[config.mk]
export PLATFORM = sky130hd
export DESIGN_NAME = debounce_sync
export DESIGN_NICKNAME = d
export VERILOG_FILES = /design/src/rtl/debounce_sync_pkg.sv /design/src/rtl/debounce_sync_sync_ff.sv /design/src/rtl/debounce_sync.sv
export SDC_FILE = /design/constraint.sdc
export NUM_CORES = 1
export LEC_CHECK = 0
export BUFFER_PORTS_ARGS = -buffer_cell sky130_fd_sc_hd__buf_4
export CORE_UTILIZATION = 40
export CTS_BUF_LIST = sky130_fd_sc_hd__clkbuf_16
export CTS_CLUSTER_SIZE = 20
export DETAILED_ROUTE_END_ITERATION = 7
export HOLD_SLACK_MARGIN = 0.06
export PLACE_DENSITY = 0.65
export RECOVER_POWER = 25
export SLEW_MARGIN = 20
export SYNTH_ARGS = -nofsm -noshare
export SYNTH_HDL_FRONTEND = slang
export SYNTH_SLANG_ARGS = --single-unit
[constraint.sdc]
create_clock -name clk -period 4.91 [get_ports clk]
set_input_delay 0.982 -clock clk [delete_from_list [all_inputs] [get_ports clk]]
set_output_delay 0.982 -clock clk [all_outputs]
set_load 0.01 [all_outputs]
[src/rtl/debounce_sync_pkg.sv]
// Shared types for the debouncer: FSM state encoding and glitch counter sizing.
package debounce_sync_pkg;

  typedef enum logic [1:0] {
    DB_STABLE_LO = 2'd0,
    DB_WAIT_HI   = 2'd1,
    DB_STABLE_HI = 2'd2,
    DB_WAIT_LO   = 2'd3
  } db_state_e;

  localparam int GCNT_W = 8;

endpackage

[src/rtl/debounce_sync_sync_ff.sv]
// Multi-flop synchronizer chain for a single asynchronous bit.
module sync_ff #(
  parameter int   STAGES    = 2,
  parameter logic RESET_VAL = 1'b0
) (
  input  logic clk,
  input  logic reset,
  input  logic d_i,
  output logic q_o
);

  logic [STAGES-1:0] chain_q;

  always_ff @(posedge clk) begin
    if (reset) chain_q <= {STAGES{RESET_VAL}};
    else       chain_q <= {chain_q[STAGES-2:0], d_i};
  end

  assign q_o = chain_q[STAGES-1];

endmodule

[src/rtl/debounce_sync.sv]
// Synchronizes and debounces a bouncy level input; reports aborted qualifications as glitches.
module debounce_sync
  import debounce_sync_pkg::*;
#(
  parameter int   SYNC_STAGES = 2,
  parameter int   DB_CYCLES   = 500000,
  parameter int   CNT_W       = 20,
  parameter logic RESET_LEVEL = 1'b0
) (
  input  logic              clk,
  input  logic              reset,
  input  logic              s_in,
  output logic              s_out,
  output logic              busy,
  output logic              glitch,
  output logic [GCNT_W-1:0] glitch_cnt,
  input  logic              glitch_clr
);

  localparam logic [CNT_W-1:0] CNT_LAST    = CNT_W'(DB_CYCLES - 1);
  localparam db_state_e        RESET_STATE = RESET_LEVEL ? DB_STABLE_HI : DB_STABLE_LO;

  function automatic logic [GCNT_W-1:0] sat_inc(input logic [GCNT_W-1:0] v);
    return (v == {GCNT_W{1'b1}}) ? v : v + GCNT_W'(1);
  endfunction

  logic              s_sync;
  db_state_e         state_q, state_d;
  logic [CNT_W-1:0]  cnt_q, cnt_d;
  logic              s_out_q, s_out_d;
  logic              busy_q, busy_d;
  logic              glitch_q, glitch_d;
  logic [GCNT_W-1:0] gcnt_q, gcnt_d;

  sync_ff #(
    .STAGES    (SYNC_STAGES),
    .RESET_VAL (RESET_LEVEL)
  ) u_sync (
    .clk   (clk),
    .reset (reset),
    .d_i   (s_in),
    .q_o   (s_sync)
  );

  always_ff @(posedge clk) begin
    if (reset) begin
      state_q  <= RESET_STATE;
      cnt_q    <= '0;
      s_out_q  <= RESET_LEVEL;
      busy_q   <= 1'b0;
      glitch_q <= 1'b0;
      gcnt_q   <= '0;
    end else begin
      state_q  <= state_d;
      cnt_q    <= cnt_d;
      s_out_q  <= s_out_d;
      busy_q   <= busy_d;
      glitch_q <= glitch_d;
      gcnt_q   <= gcnt_d;
    end
  end

  // The counter holds the number of consecutive samples already seen at the candidate level.
  always_comb begin
    state_d = state_q;
    cnt_d   = '0;
    unique case (state_q)
      DB_STABLE_LO: if (s_sync) begin
        state_d = DB_WAIT_HI;
        cnt_d   = CNT_W'(1);
      end
      DB_WAIT_HI: begin
        if (!s_sync)                state_d = DB_STABLE_LO;
        else if (cnt_q == CNT_LAST) state_d = DB_STABLE_HI;
        else                        cnt_d   = cnt_q + CNT_W'(1);
      end
      DB_STABLE_HI: if (!s_sync) begin
        state_d = DB_WAIT_LO;
        cnt_d   = CNT_W'(1);
      end
      DB_WAIT_LO: begin
        if (s_sync)                 state_d = DB_STABLE_HI;
        else if (cnt_q == CNT_LAST) state_d = DB_STABLE_LO;
        else                        cnt_d   = cnt_q + CNT_W'(1);
      end
      default: state_d = RESET_STATE;
    endcase
  end

  always_comb begin
    s_out_d  = (state_d == DB_STABLE_HI) || (state_d == DB_WAIT_LO);
    busy_d   = (state_d == DB_WAIT_HI)   || (state_d == DB_WAIT_LO);
    glitch_d = ((state_q == DB_WAIT_HI) && (state_d == DB_STABLE_LO)) ||
               ((state_q == DB_WAIT_LO) && (state_d == DB_STABLE_HI));
    if (glitch_clr)    gcnt_d = '0;
    else if (glitch_d) gcnt_d = sat_inc(gcnt_q);
    else               gcnt_d = gcnt_q;
  end

  assign s_out      = s_out_q;
  assign busy       = busy_q;
  assign glitch     = glitch_q;
  assign glitch_cnt = gcnt_q;

endmodule

==> results of run 1 <==
-- report_power, final --
part           internal, mW  switching, mW
clock                 0.183          0.106
sequential            0.278        0.00127
combinational       0.00354        0.00519
-- layer usage --
layer / track usage / up-vias
met5: 0 / -
met4: 0.102 / 0
met3: 0.0411 / 7
met2: 0.235 / 20
met1: 0.206 / 593
li1: - / 638
-- cell usage in the layout (no fill, tap or decap), types with 2 or more instances in the layout --
master | synthesis | routed
a21oi_1 | 8 | 8
a31oi_1 | 2 | 2
and3_1 | 4 | 4
and4_1 | 6 | 6
buf_4 | 0 | 12
clkbuf_16 | 0 | 5
dfxtp_1 | 34 | 34
ha_1 | 2 | 2
inv_1 | 2 | 3
nand2_1 | 7 | 7
nand3_1 | 7 | 7
nand4_1 | 11 | 11
nor2_1 | 13 | 13
nor2_2 | 10 | 10
nor2b_1 | 2 | 2
nor3_1 | 6 | 6
o21ai_0 | 3 | 4
or3_1 | 3 | 3
or4_1 | 2 | 2
xnor2_1 | 4 | 4
xor2_1 | 15 | 15
-- area by class of cell --
| cell class | count | area (um2) |
|---|---|---|
| fill | 364 | 1880 |
| sequential | 34 | 681 |
| timing repair buffer | 14 | 101 |
| clock buffer | 5 | 125 |
| multi-input combinational | 124 | 817 |
| inverter | 3 | 11.3 |
| clock inverter | 3 | 12.5 |
| tap | 48 | 60.1 |
-- worst max-delay path, stage by stage, from the launching register on --
cell	delay, ps
dfxtp_1	420
or4b_1	480
or3_4	420
o21ai_4	500
nor2_1	120
-- through the flow --
step | instances | setup slack [ps] | power [mW]
floorplan | 166 | 2930 | 0.290
global placement | 223 | 2900 | 0.294
detailed placement | 223 | 2820 | 0.294
CTS | 231 | 2820 | 0.584
global route | 231 | 2710 | 0.599
finish | 231 | 2840 | 0.577
-- registers in the layout (all words and copies together) (netlist names) --
register and count:
s_out 1, state_q 1, glitch 1, busy 1, u_sync.chain_q 2, glitch_cnt 8, cnt_q 20
-- worst max path at each step --
stage / startpoint / end / cells after the start
2_1_floorplan: reset / glitch_cnt[5]$_SDFFE_PP0P_ / 5
3_3_place_gp: cnt_q[8]$_SDFF_PP0_ / cnt_q[9]$_SDFF_PP0_ / 4
3_5_place_dp: cnt_q[8]$_SDFF_PP0_ / cnt_q[8]$_SDFF_PP0_ / 4
4_1_cts: cnt_q[8]$_SDFF_PP0_ / cnt_q[8]$_SDFF_PP0_ / 4
5_1_grt: cnt_q[8]$_SDFF_PP0_ / cnt_q[8]$_SDFF_PP0_ / 4
6_report: cnt_q[8]$_SDFF_PP0_ / cnt_q[8]$_SDFF_PP0_ / 4
-- logic make-up (layout without fill, tap and decap cells) --
kind of cell               after synthesis  after routing
AOI/OAI and AO/OA                       23             23
DFF                                     34             34
xor gates and xnor gates                19             19
muxes                                    1              1
and+or+nand+nor                         79             79
buffers and inverters                    8             25
adders and majority gates                2              2
==> impl_metrics.tcl, run 1 <==
set metrics [dict create \
    r2r-end "cnt_q[8]$_SDFF_PP0_" \
    critPathArrivalTime_ps 2210 \
    synth.cell_area_um2 1540 \
    synth_top_family_by_area "simple AND/OR/NAND/NOR gates" \
    synth_seq_cells 34 \
    die_h_um 64.1 \
    drv_slew 0 \
    rr_worst_depth 4 \
    powerDensity_nw_per_um2 319 \
    power_leakage_nw 0.639 \
    r2r_setup_slack_ps 2840 \
    finalCriticalPeriod_ps 2070 \
    path_class "flop to flop" \
    startpoint_type "flop" \
    relSlewSlack 0.594 \
    start_util 0.418 \
    drive_gt1_frac 0.175 \
    post-route-util 0.490 \
    syn-num-nets 172 \
    io_buffers 14 \
    die_w_um 64.1 \
    n_antenna_cell 0 \
    synth_edf_count 0 \
    grt_start_max_net_pins 19 \
    wire_per_inst_um 12.5 \
    postCtsSetupRepairBufs 0 \
    stdcell_area_um2 1810 \
    antenna_found_initial 0 \
    fin_crit_sh 0.422 \
    drtAntennaViolNets 0 \
    r2r-start "cnt_q[8]$_SDFF_PP0_" \
    dr_wl_met2_um 1300 \
    synth_top_area_frac 0.442 \
    synth_most_common_cell "dfxtp_1" \
    hp-class "flop to flop" \
    synth_xor_area_frac 0.108 \
    hold_buffers 0 \
    wl_met1_um 1390 \
    holdWs_ps 443 \
    whs_endpoint "u_sync.chain_q[1]$_SDFF_PP0_" \
    clk_path_buf_depth 2 \
    cts.htree.levels 2 \
    synthTopCellsByArea "dfxtp_1 44%, xor2_1 8.5%, nand4_1 4.5%, nor2_2 4.1%, and4_1 3.4%" \
    ys_async_sr_fraction 0 \
    grt_use_total 0.160 \
    ys_warn_count 0 \
    clock_skew_ps 4.17 \
    yosys.area.top_type "dfxtp_1" \
    synth-compound-area-share 0.0991 \
    vdd_drop_max_mv 0.159 \
    status "finished, final reports clean" \
    timing.setup.tns_ps 0 \
    insertion_delay_ps 280 \
    post_synth_mux_area_share 0.00650 \
    max_freq_ghz 0.482 \
    cts.sinks 34 \
    drv_cap 0 \
    gp_congestion 0.852 \
    syn_avg_cell_area_um2 9.28 \
    grt.overflow.total 0 \
    route.final.wire_length_um 2880 \
    placed_area_um2 1670 \
    cts_resized 0 \
    vias 1258 \
    final_hold_viol_count 0 \
    worstPathMaxFanout 18 \
    core_area_um2 3690 \
    cts_tree "done" \
    synth_fa_ha_area_frac 0.0162 \
    synth_simple_gate_area_frac 0.301 \
    dp_hpwl_um 2140 \
    tightest_slew_ps 607 \
    grt_pass1_vias 1162 \
    rsz0062_at_grt "false" \
    ys_seq_area_frac 0.442 \
    synth_commonest_cells "34 x dfxtp_1, 15 x xor2_1, 13 x nor2_1" \
    area_delta_synth_final_pct 17.4 \
    min_delay_path_depth 1 \
    worstPathRequired_ps 5050 \
    yosysUniqueCellTypes 40 \
    cts-root-buf "clkbuf_16" \
    fp.dieArea_um2 4100 \
    wl_met3_um 114 \
    nNetsFinal 188 \
    drcViolationCount 0 \
    synth_ff_type "dfxtp_1" \
    num_rows 22 \
    cts_buffers 5 \
    setup_violations 0 \
    path_clk_slew_ps 50 \
    avgViaCountPerCell 5.45 \
    drtIter0Drc 27 \
    worstHoldStart "u_sync.chain_q[0]$_SDFF_PP0_" \
    dr.pass1.iters 4 \
    ios 15 \
    worstSetupEndpointType "flop" \
    synth_cells 166 \
    routed.top_layer "met4" \
    grt_pass1_wl_um 5020 \
]
No activity file was read; power rests on OpenSTA's default activity.
==> inputs of run 2 (changes only) <==
==> constraint.sdc (replaced) <==
create_clock -name clk -period 2 [get_ports clk]
set_input_delay 0.4 -clock clk [delete_from_list [all_inputs] [get_ports clk]]
set_output_delay 0.4 -clock clk [all_outputs]
set_load 0.01 [all_outputs]
==> run 2 against run 1 <==
  * Cell count increased by 2.2%
  * First-iteration DRC count grew to 2.7 times the previous value
  * Flip-flop and latch count stayed put
  * Clock power rose to 2.9 times the previous value
  * Non-clock buffer count increased by 5
  * Clock-buffer cell count is the same
  * Design area rose by 2.5%
  * Via count is 0.24% lower
  * Clock skew down 1.3 ps
  * Sequential power rose by 150%
  * Largest power group unchanged
  * Total power rose to 2.7 times the previous value
  * Worst setup slack worse by 2700 ps
==> impl_metrics.tcl, run 2 (same netlist as run 1, synthesis figures left out) <==
set metrics [dict create \
    status "finished, final reports clean" \
    cts_buffers 5 \
    nNetsFinal 193 \
    drcViolationCount 0 \
    wire_per_inst_um 12.7 \
    fin_crit_sh 0.908 \
    drv_cap 0 \
    grt_pass1_wl_um 5310 \
    fp.dieArea_um2 4100 \
    drive_gt1_frac 0.160 \
    die_h_um 64.1 \
    avgViaCountPerCell 5.32 \
    finalCriticalPeriod_ps 1820 \
    worstPathMaxFanout 18 \
    cts_tree "done" \
    powerDensity_nw_per_um2 832 \
    cts_resized 0 \
    n_antenna_cell 0 \
    clock_skew_ps 2.83 \
    hp-class "input port to flop" \
    grt_pass1_vias 1147 \
    insertion_delay_ps 270 \
    area_delta_synth_final_pct 20.3 \
    core_area_um2 3690 \
    tightest_slew_ps 495 \
    cts.sinks 34 \
    vdd_drop_max_mv 0.607 \
    worstSetupEndpointType "flop" \
    num_rows 22 \
    grt.overflow.total 0 \
    mostFrequentLayoutCells "34 x dfxtp_1, 15 x xor2_1, 13 x nor2_1" \
    clk_path_buf_depth 2 \
    startpoint_type "flop" \
    cts-root-buf "clkbuf_16" \
    largest-register "cnt_q" \
    final_common_cell "dfxtp_1" \
    start_util 0.418 \
    setup_violations 0 \
    post-route-util 0.502 \
    grt_use_total 0.171 \
    hold_buffers 0 \
    cts.htree.levels 2 \
    relSlewSlack 0.665 \
    io_buffers 14 \
    max_freq_ghz 0.551 \
    path_clk_slew_ps 50 \
    ios 15 \
    largest_reg_flops 20 \
    timing.setup.tns_ps 0 \
    drtAntennaViolNets 0 \
    final_hold_viol_count 0 \
    worstPathRequired_ps 2160 \
    dp_hpwl_um 2130 \
    antenna_found_initial 0 \
    power_leakage_nw 0.654 \
    route.final.wire_length_um 2990 \
    gp_congestion 0.838 \
    critPathArrivalTime_ps 1970 \
    fillerInstances 372 \
    vias 1255 \
    die_w_um 64.1 \
    dr.pass1.iters 4 \
    path_class "flop to flop" \
    rsz0062_at_grt "false" \
    drtIter0Drc 72 \
    grt_start_max_net_pins 19 \
    postCtsSetupRepairBufs 0 \
    drv_slew 0 \
]
-- run 2: cell count changes in the layout (fill, tap and decap cells not counted), sizes merged --
cell    change
bufinv      +1
buf         -2
clkbuf      +7
clkinv      -2
inv         +1
-- run 2: worst max-delay path, stage by stage, from the launching register on --
cell,delay (ps)
dfxtp_1,330
or4b_1,560
or3_4,430
o21ai_4,150
buf_12,180
a21oi_1,50
-- run 2: final cells by class --
class,instances,area (um2),area share
repair buffers,19,121,0.0655
clock buffers,5,125,0.0675
well taps,48,60.1,0.0324
inverters,3,11.3,0.00608
clock inverters,3,37.5,0.0203
multi-input cells,124,817,0.441
flip-flops and latches,34,681,0.367
-- run 2: path summary, 6_finish.rpt --
kind                            slack, ps                         start                           end  depth (start not counted)
worst max register to register        180          cnt_q[11]$_SDFF_PP0_          cnt_q[18]$_SDFF_PP0_                          5
worst min-delay path                  340                          s_in  u_sync.chain_q[0]$_SDFF_PP0_                          2
worst max-delay path                  180          cnt_q[11]$_SDFF_PP0_          cnt_q[18]$_SDFF_PP0_                          5
worst min register to register        430  u_sync.chain_q[0]$_SDFF_PP0_  u_sync.chain_q[1]$_SDFF_PP0_                          1
-- run 2: layer usage --
layer | vias up | share of wire | routed length, um | track usage
li1 | 643 | - | - | -
met1 | 590 | 0.49 | 1450 | 0.228
met2 | 16 | 0.47 | 1390 | 0.253
met3 | 6 | 0.031 | 93 | 0.0536
met4 | 0 | 0.016 | 48 | 0.0767
met5 | - | 0 | 0 | 0
-- run 2: power breakdown --
| group | leakage [nW] | total (mW) | switching (mW) | internal, mW |
|---|---|---|---|---|
| Clock | 0.0864 | 0.835 | 0.257 | 0.577 |
| Sequential | 0.274 | 0.684 | 0.00232 | 0.682 |
| Combinational | 0.293 | 0.0233 | 0.0137 | 0.00957 |
| Total | 0.654 | 1.54 | 0.273 | 1.27 |
-- run 2: metrics by stage --
step / hold WS (ps) / power (mW) / setup slack, ps / std cells / cell area [um2]
floorplan: 414 / 0.713 / 185 / 166 / 1540
global placement: 426 / 0.722 / 233 / 228 / 1720
global route: 341 / 1.60 / 81.5 / 236 / 1850
finish: 337 / 1.54 / 184 / 236 / 1850
CTS: 333 / 1.56 / 174 / 236 / 1890
detailed placement: 422 / 0.723 / 220 / 228 / 1720
==> inputs of run 3 (changes only) <==
--- a/config.mk
+++ b/config.mk
@@ -5,15 +5,17 @@
 export SDC_FILE = /design/constraint.sdc
 export NUM_CORES = 1
 export LEC_CHECK = 0
+export ABC_AREA = 1
 export BUFFER_PORTS_ARGS = -buffer_cell sky130_fd_sc_hd__buf_4
 export CORE_UTILIZATION = 40
 export CTS_BUF_LIST = sky130_fd_sc_hd__clkbuf_16
 export CTS_CLUSTER_SIZE = 20
 export DETAILED_ROUTE_END_ITERATION = 7
 export HOLD_SLACK_MARGIN = 0.06
-export PLACE_DENSITY = 0.65
+export PLACE_DENSITY = 0.64
 export RECOVER_POWER = 25
 export SLEW_MARGIN = 20
 export SYNTH_ARGS = -nofsm -noshare
 export SYNTH_HDL_FRONTEND = slang
+export SYNTH_HIERARCHICAL = 1
 export SYNTH_SLANG_ARGS = --single-unit
==> run 3 against run 2 <==
  * Via count up 21%
  * Combinational power up 8%
  * Hold slack worse by 10 ps
  * Design area up 7.2%
  * Sequential share of layout area down 2.5 points
  * Clock skew down 1.4 ps
  * Register-to-register slack better by 180 ps
==> impl_metrics.tcl, run 3 <==
set metrics [dict create \
    status "finished, final reports clean" \
    route.final.wire_length_um 3460 \
    drcViolationCount 0 \
    mostFrequentLayoutCells "63 x nand2_1, 50 x nor2_1, 34 x inv_1, 34 x dfxtp_1, 14 x nand3_1" \
    dp_hpwl_um 2640 \
    powerDensity_nw_per_um2 718 \
    fp.dieArea_um2 4570 \
    worstSetupEndpointType "flop" \
    cts.htree.levels 2 \
    stdcell_count 326 \
    largest_reg_flops 20 \
    insertion_delay_ps 270 \
    n_antenna_cell 0 \
    critical_path.cell_chain "ha_1 > nand3_1 > inv_1 > nand3_1 > nor2_1 > nor2_4 > inv_2 > nor2_1" \
    tightest_slew_ps 333 \
    grt.overflow.total 0 \
    fillerInstances 397 \
    synth_cells 255 \
    largest-register "cnt_q" \
    synth_most_common_cell "nand2_1" \
    place_ws_ps 335 \
    wire_per_inst_um 10.6 \
    io_buffers 14 \
    cp_num_buf_inv 2 \
    power_leakage_nw 0.777 \
    antenna_found_initial 0 \
    ys_warn_count 6 \
    die_h_um 67.6 \
    worstPathRequired_ps 2160 \
    start_util 0.424 \
    core_area_um2 4060 \
    synth_edf_count 0 \
    die_w_um 67.6 \
    area_delta_synth_final_pct 15.3 \
    final_common_cell "nand2_1" \
    rsz0062_at_grt "false" \
    setup_violations 0 \
    synth_ff_type "dfxtp_1" \
    slowest_stage "dfxtp_1" \
    hold_buffers 0 \
    nNetsFinal 281 \
    startpoint_type "flop" \
    cts_resized 0 \
    yosys.area.top_type "dfxtp_1" \
    grt_start_max_net_pins 12 \
    path_class "flop to flop" \
    holdWs_ps 326 \
    grt_pass1_vias 1392 \
    synth.cell_area_um2 1720 \
    hp-class "input port to flop" \
    drv_cap 0 \
    vias 1515 \
    ys_async_sr_fraction 0 \
    cts.sinks 34 \
    postCtsSetupRepairBufs 0 \
    gp_congestion 0.909 \
    numPlacedInstances 318 \
    num_rows 23 \
    grt_use_total 0.180 \
    yosysUniqueCellTypes 20 \
    timing.setup.tns_ps 0 \
    path_clk_slew_ps 50 \
    r2r_setup_slack_ps 360 \
    drtIter0Drc 97 \
    drive_gt1_frac 0.101 \
    dr.pass1.iters 4 \
    critPathArrivalTime_ps 1790 \
    grt_pass1_wl_um 6090 \
    cts_buffers 5 \
    drv_slew 0 \
    finalCriticalPeriod_ps 1640 \
    synth_top_area_frac 0.395 \
    fin_crit_sh 0.818 \
    clock_skew_ps 1.47 \
    synthTopCellsByArea "dfxtp_1 40%, nand2_1 14%, nor2_1 11%, inv_1 7.2%, xor2_1 4.6%" \
    final_hold_viol_count 0 \
    ios 15 \
    fin_ws_ps 364 \
    ys_seq_area_frac 0.395 \
    syn_avg_cell_area_um2 6.75 \
    max_freq_ghz 0.611 \
    relSlewSlack 0.777 \
    vdd_drop_max_mv 0.551 \
    synth_commonest_cells "63 x nand2_1, 50 x nor2_1, 34 x dfxtp_1" \
    clk_path_buf_depth 2 \
    synth_seq_cells 34 \
    drtAntennaViolNets 0 \
    crit_family "simple AND/OR/NAND/NOR gates" \
    slowest_delay_ps 340 \
    cts-root-buf "clkbuf_16" \
    syn-num-nets 261 \
    cts_tree "done" \
    worstPathMaxFanout 11 \
    avgViaCountPerCell 4.65 \
]
[run 3: cell count changes in the layout (fill, tap and decap cells not counted), sizes merged, moves of 5 or more]
cell   before  now
and4        6    0
nand2       7   64
xor2       15   10
nand4      11    6
inv         5   36
nand3       7   14
nor2       23   62
[run 3: stage by stage]
stage / total power [mW] / cell area, um2 / utilization
after global placement: 0.726 / 1880 / 0.464
final: 1.43 / 1990 / 0.489
after floorplan: 0.713 / 1720 / -
after global routing: 1.47 / 1990 / 0.489
after CTS: 1.44 / 2020 / 0.498
after detailed placement: 0.726 / 1880 / 0.464
[run 3: logic make-up after synthesis]
| group | after synthesis | share of synthesized area |
|---|---|---|
| AOI/OAI and AO/OA | 14 | 0.0414 |
| adders and majority gates | 2 | 0.0145 |
| buffers and inverters | 37 | 0.0850 |
| DFF | 34 | 0.395 |
| xor gates and xnor gates | 14 | 0.0756 |
| and+or+nand+nor | 154 | 0.388 |
[run 3: worst register-to-register path, delay by kind of cell (launching register included)]
kind	cells	cell delay, ps
fa+ha+maj	1	190
buf+inv	2	370
flops	1	340
simple gates	5	620
[run 3: area by class of cell]
type | count | area [um2] | area share
multi-input cells | 184 | 895 | 0.451
flip-flops and latches | 34 | 681 | 0.343
inverters | 35 | 131 | 0.0662
clock buffers | 5 | 125 | 0.0630
repair buffers | 15 | 78.8 | 0.0397
well taps | 50 | 62.6 | 0.0315
clock inverters | 3 | 12.5 | 0.00630
[run 3: path summary, 6_finish.rpt]
kind | cells past startpoint | end | startpoint
worst min register to register | 2 | u_sync/chain_q[1]$_SDFF_PP0_ | u_sync/chain_q[0]$_SDFF_PP0_
worst max-delay path | 8 | cnt_q[13]$_SDFF_PP0_ | cnt_q[0]$_SDFF_PP0_
worst min-delay path | 3 | u_sync/chain_q[0]$_SDFF_PP0_ | s_in
worst max register to register | 8 | cnt_q[13]$_SDFF_PP0_ | cnt_q[0]$_SDFF_PP0_
[run 3: routing by layer]
layer  track usage  up-vias  wire (um)  share of wire
met4        0.0612        0         54          0.016
met5             0        -          0              0
met1         0.250      638       1770           0.51
met3        0.0557        6        184          0.053
met2         0.260       42       1450           0.42
li1              -      829          -              -
[run 3: power breakdown]
group,internal [mW],switching [mW],total [mW]
Clock,0.449,0.266,0.715
Combinational,0.00939,0.0157,0.0251
Sequential,0.682,0.00306,0.685
Total,1.14,0.285,1.43
